===== config.mk =====
export PLATFORM = sky130hd
export DESIGN_NAME = chamber_timer
export DESIGN_NICKNAME = d
export VERILOG_FILES = /design/src/rtl/chamber_timer_pkg.sv /design/src/rtl/tick_prescaler.sv /design/src/rtl/chamber_timer.sv
export SDC_FILE = /design/constraint.sdc
export NUM_CORES = 1
export LEC_CHECK = 0
export BUFFER_PORTS_ARGS = -buffer_cell sky130_fd_sc_hd__buf_4
export CAP_MARGIN = 10
export CORE_MARGIN = 3
export CORE_UTILIZATION = 50
export CTS_BUF_LIST = sky130_fd_sc_hd__clkbuf_4
export CTS_CLUSTER_DIAMETER = 150
export CTS_CLUSTER_SIZE = 30
export DETAILED_ROUTE_END_ITERATION = 8
export GPL_TIMING_DRIVEN = 0
export PLACE_DENSITY = 0.76
export SYNTH_ARGS = -nofsm -noshare
export SYNTH_HDL_FRONTEND = slang
export SYNTH_SLANG_ARGS = --single-unit
export TNS_END_PERCENT = 50

===== constraint.sdc =====
create_clock -name clock -period 5.6 [get_ports clock]
set_clock_uncertainty 0.1 [all_clocks]
set_input_delay 0 -clock clock [delete_from_list [all_inputs] [get_ports clock]]
set_output_delay 0 -clock clock [all_outputs]
set_load 0.02 [all_outputs]

===== src/rtl/chamber_timer_pkg.sv =====
// Shared types and constants for the airlock seconds timer.
// Holds the state encoding, target-select codes and default durations.
package chamber_timer_pkg;

    typedef enum logic [1:0] {
        IDLE = 2'd0,
        RUN  = 2'd1,
        DONE = 2'd2
    } state_e;

    localparam logic [1:0] SEL_SHORT = 2'd0;
    localparam logic [1:0] SEL_MED   = 2'd1;
    localparam logic [1:0] SEL_LONG  = 2'd2;

    localparam int DEF_T_A = 5;
    localparam int DEF_T_B = 7;
    localparam int DEF_T_C = 8;

endpackage


===== src/rtl/tick_prescaler.sv =====
// Divides the system clock down to a one-cycle tick per counted second.
// The tick fires combinationally in the last cycle of each period.
module tick_prescaler #(
    parameter int TICKS_PER_SEC = 781250
) (
    input  logic clock,
    input  logic reset,
    input  logic clr,
    input  logic en,
    output logic tick
);

    localparam int PW = $clog2(TICKS_PER_SEC);
    localparam logic [PW-1:0] LAST = PW'(TICKS_PER_SEC - 1);

    logic [PW-1:0] cnt_q;
    logic [PW-1:0] cnt_d;

    assign tick = en && (cnt_q == LAST);

    always_comb begin
        cnt_d = cnt_q;
        if (clr) begin
            cnt_d = '0;
        end else if (en) begin
            cnt_d = tick ? '0 : cnt_q + 1'b1;
        end
    end

    always_ff @(posedge clock) begin
        if (reset) begin
            cnt_q <= '0;
        end else begin
            cnt_q <= cnt_d;
        end
    end

endmodule


===== src/rtl/chamber_timer.sv =====
// Airlock seconds timer: start/clear handshake, selectable target,
// one-hot threshold flags and a single-cycle done pulse.
module chamber_timer
    import chamber_timer_pkg::*;
#(
    parameter int TICKS_PER_SEC = 781250,
    parameter int SEC_W         = 4,
    parameter int T_A           = DEF_T_A,
    parameter int T_B           = DEF_T_B,
    parameter int T_C           = DEF_T_C
) (
    input  logic             clock,
    input  logic             reset,
    input  logic             start,
    input  logic             clear,
    input  logic [1:0]       sel,
    output logic [SEC_W-1:0] seconds,
    output logic [2:0]       thresh,
    output logic             busy,
    output logic             done
);

    if (TICKS_PER_SEC < 2) begin : g_bad_ticks
        $error("chamber_timer: TICKS_PER_SEC must be >= 2");
    end
    if (T_A < 1 || T_A >= 2**SEC_W || T_B < 1 || T_B >= 2**SEC_W ||
        T_C < 1 || T_C >= 2**SEC_W) begin : g_bad_target
        $error("chamber_timer: targets must be nonzero and fit SEC_W");
    end

    localparam logic [SEC_W-1:0] TA = SEC_W'(T_A);
    localparam logic [SEC_W-1:0] TB = SEC_W'(T_B);
    localparam logic [SEC_W-1:0] TC = SEC_W'(T_C);
    localparam logic [SEC_W-1:0] SEC_MAX = '1;

    state_e           state_q;
    logic [SEC_W-1:0] sec_q;
    logic [SEC_W-1:0] tgt_q;
    logic [SEC_W-1:0] tgt_d;
    logic [SEC_W-1:0] sec_d;
    logic             busy_q;
    logic             done_q;
    logic             accept;
    logic             tick;

    // A start in RUN is ignored, so only IDLE/DONE accept it.
    assign accept = start && (state_q != RUN);

    always_comb begin
        tgt_d = TC;
        unique case (sel)
            SEL_SHORT: tgt_d = TA;
            SEL_MED:   tgt_d = TB;
            default:   tgt_d = TC;
        endcase
    end

    assign sec_d = (sec_q == SEC_MAX) ? sec_q : sec_q + 1'b1;

    tick_prescaler #(
        .TICKS_PER_SEC(TICKS_PER_SEC)
    ) u_presc (
        .clock(clock),
        .reset(reset),
        .clr  (accept | clear),
        .en   (state_q == RUN),
        .tick (tick)
    );

    always_ff @(posedge clock) begin
        if (reset) begin
            state_q <= IDLE;
            sec_q   <= '0;
            tgt_q   <= TC;
            busy_q  <= 1'b0;
            done_q  <= 1'b0;
        end else if (clear) begin
            state_q <= IDLE;
            sec_q   <= '0;
            busy_q  <= 1'b0;
            done_q  <= 1'b0;
        end else begin
            done_q <= 1'b0;
            unique case (state_q)
                IDLE, DONE: begin
                    if (start) begin
                        tgt_q   <= tgt_d;
                        sec_q   <= '0;
                        state_q <= RUN;
                        busy_q  <= 1'b1;
                    end
                end
                RUN: begin
                    if (tick) begin
                        sec_q <= sec_d;
                        if (sec_d == tgt_q) begin
                            state_q <= DONE;
                            done_q  <= 1'b1;
                            busy_q  <= 1'b0;
                        end
                    end
                end
                default: begin
                    state_q <= IDLE;
                    busy_q  <= 1'b0;
                end
            endcase
        end
    end

    assign seconds = sec_q;
    assign busy    = busy_q;
    assign done    = done_q;
    assign thresh  = {sec_q == TC, sec_q == TB, sec_q == TA};

endmodule


==> results.md <==
* # fillers at 267
* Mux contribution to synthesized area at 1.23%
* Vias at 1398
* Synth async-reset ratio at 0%
* Final Util at 61.1%
* Leak at 0.684 nW
* Total die area at 3970 sq um
* Avg Cell Area, Syn at 8.83 sq um
* Critical Path RT at 5.71 ns
* Drt pass-1 iters at 4
* Primary FF master, synth: dfxtp_1
* Worst VDD drop at 0.000114 V
* Max-Slew Margin vs Limit at 63.5%
* First-pass GRT wire length at 6180 um
* Data arrival, critical path at 2.25 ns
* Final WL at 3480 um
* Total track usage at 19.5%
* Post-Layout Cell Count at 254
* Pin count of the biggest net entering global routing at 11
* Worst hold path depth at 3
* Placed Area at 1780 sq um
* Worst slew pin tran at 0.542 ns
* Die boundary width at 63.0 um
* Total Power at 0.370 mW
* Vias in the first global route at 1413
* Min-Delay Startpoint: start
* DRT iter0 DRCs at 80
* Synth Instances at 184
* Path depth of the worst reg2reg path at 6
* Routed Antenna Nets at 0
* Crit path launch type: flip-flop
* Root buf cell: clkbuf_4
* Hpwl dp at 2530 um
* Worst skew pair latency at 0.34 ns
* Pwr Density at 197 nW/um^2
* Core area at 3080 sq um
* # diodes at 0
* Largest family of logic cells by synthesized area: simple AND/OR/NAND/NOR gates
* EDFF count, synth at 0
* Synth Area in Simple Gates at 32.0%
* Row count at 20
* Final Cycle Share at 38.2%
* Io pins at 15
* RSZ-0062 raised after global routing: no
* Initial antenna violation count at 0
* CP Class: reg2reg
* Placed cell count at 242
* Clock Tree Buf Depth at 2
* Crit end category: flip-flop
* Final hold vios at 0
* Minimum clock period at 2.14 ns
* Final instance area at 1880 sq um
* Adder and majority gate portion of the synthesized area at 3.85%
* MaxCap Viol Count at 0
* Critical Path End: busy
* Reg-to-reg endpoint: busy
* Max-slew violations at 0
* Max FO, Critical Path at 10
* Layout cell share with drive strength beyond 1 at 16.7%
* Htree depth at 2
* Area grow syn2layout at 15.8%
* Number of port buffers at 14
* Via density at 5.50
* Synth Register Bits at 31
* Nets at 221
* Fmax achieved at 467 MHz
* Die Y-Extent at 63.0 um
* Yosys cell types at 46
* RePlAce Congestion at 0.813
* Reg2reg start: seconds[0]
* GRT overflow at 0
* Post-Synthesis Cell Area at 1620 sq um
* Setup-failing EPs final at 0
* Xor/xnor share of the synthesized area at 11.9%
* Crit path from: seconds[0]
* Outcome: completed
* Clk sinks at 31
* Per-cell routed wire length at 13.7 um
* CTS tree: done
* Mapped Nets at 195
* Compound-Gate Fraction of Synth Area at 9.71%
* Initial core utilization at 52.8%
* Worst-path clk slew at 0.09 ns
* CTS Buf Count at 5
* Seq/Total Area, Yosys at 38.2%
* DRC at 0
* YS warnings at 0
* Hold Path Class: in2reg
* Reg2reg setup slack at 3.46 ns
* Fin Setup TNS at 0 ns
* PostCTS Resize Cnt at 0
## state kept, by name (all words and copies together) (netlist names)
register and count:
tgt_q 3, state_q 2, busy 1, done 1
u_presc.cnt_q 20, seconds 4
## cell type report
| cell class | instances | area, sq um | share of cell area, % |
|---|---|---|---|
| Inverter | 4 | 15.0 | 0.798 |
| Buffer | 5 | 35.0 | 1.86 |
| Clock inverter | 2 | 8.76 | 0.466 |
| Timing Repair Buffer | 19 | 155 | 8.25 |
| Sequential cell | 31 | 621 | 33.0 |
| Tap cell | 44 | 55.1 | 2.93 |
| Multi-Input combinational cell | 144 | 953 | 50.7 |
| Clock buffer | 5 | 37.5 | 2.00 |
## placed cells by master, fill, tap and decap left out, types with 4 or more instances in the layout
cell type | Yosys | final
a21oi_1 | 5 | 5
buf_4 | 2 | 16
dlygate4sd3_1 | 0 | 5
nand2b_1 | 4 | 4
nand3_1 | 8 | 8
xnor2_1 | 8 | 8
nor2_1 | 28 | 28
clkbuf_4 | 0 | 5
nand4_1 | 8 | 8
nand2_1 | 14 | 14
xor2_1 | 14 | 14
nor3_1 | 4 | 4
dfxtp_1 | 31 | 31
inv_1 | 4 | 4
ha_1 | 5 | 5
## cells in the mapped netlist, types with 3 or more instances
| library cell | count | share of area [%] |
|---|---|---|
| a211oi_1 | 3 | 1.4 |
| a21oi_1 | 5 | 1.5 |
| and3_1 | 3 | 1.2 |
| dfxtp_1 | 31 | 38 |
| ha_1 | 5 | 3.9 |
| inv_1 | 4 | 0.92 |
| nand2_1 | 14 | 3.2 |
| nand2b_1 | 4 | 1.5 |
| nand3_1 | 8 | 2.5 |
| nand4_1 | 8 | 3.1 |
| nor2_1 | 28 | 6.5 |
| nor3_1 | 4 | 1.2 |
| o21a_1 | 3 | 1.4 |
| o21ai_0 | 3 | 0.92 |
| o22ai_1 | 3 | 1.2 |
| xnor2_1 | 8 | 4.3 |
| xor2_1 | 14 | 7.6 |
## per-stage QoR
stage / setup slack (ns) / hold slack, ns
floorplan: 3.52 / -0.0309
global placement: 3.53 / 0.0788
detailed placement: 3.45 / 0.0851
CTS: 3.42 / 0.0405
global route: 3.28 / 0.0835
finish: 3.46 / 0.0638
## critical path, cell delays in order (launching register included)
cell and delay [ns]:
dfxtp_1 0.51, ha_1 0.36, nand3_2 0.14, mux2i_1 0.22, xnor2_1 0.13, nor4_2 0.40, o22ai_1 0.15
## where the power goes
group | switching [mW] | total (mW) | internal [mW] | leakage [nW]
logic | 0.0135 | 0.0245 | 0.0111 | 0.406
registers | 0.00219 | 0.225 | 0.223 | 0.250
clock network | 0.0762 | 0.121 | 0.0443 | 0.0285
total | 0.0919 | 0.370 | 0.278 | 0.684
## how the worst min path moves through the flow
stage | end | slack (ns)
finish | state_q[0] | 0.06
global placement | tgt_q[1] | 0.08
CTS | state_q[0] | 0.04
detailed placement | tgt_q[1] | 0.09
floorplan | tgt_q[1] | -0.03
global route | busy | 0.08
## what timing repair did
action | in CTS | in global routing
buffers inserted | 0 | 0
hold buffers | 5 | 0
endpoints found under the hold margin | 7 | 0
## layer usage
metal	GRT usage [%]	part of all wire, %
met5	0	0
met4	11.8	1.8
met3	3.78	3.7
met2	31.4	48
met1	23.8	47
## cells by family after synthesis
logic type / Yosys count
AND/OR/NAND/NOR: 92
flip-flops: 31
AO/OA/AOI/OAI: 23
XOR/XNOR: 22
buffers and inverters: 9
adder cells (fa/ha/maj): 5
multiplexers: 2
Power figures use the tool's default switching activity.
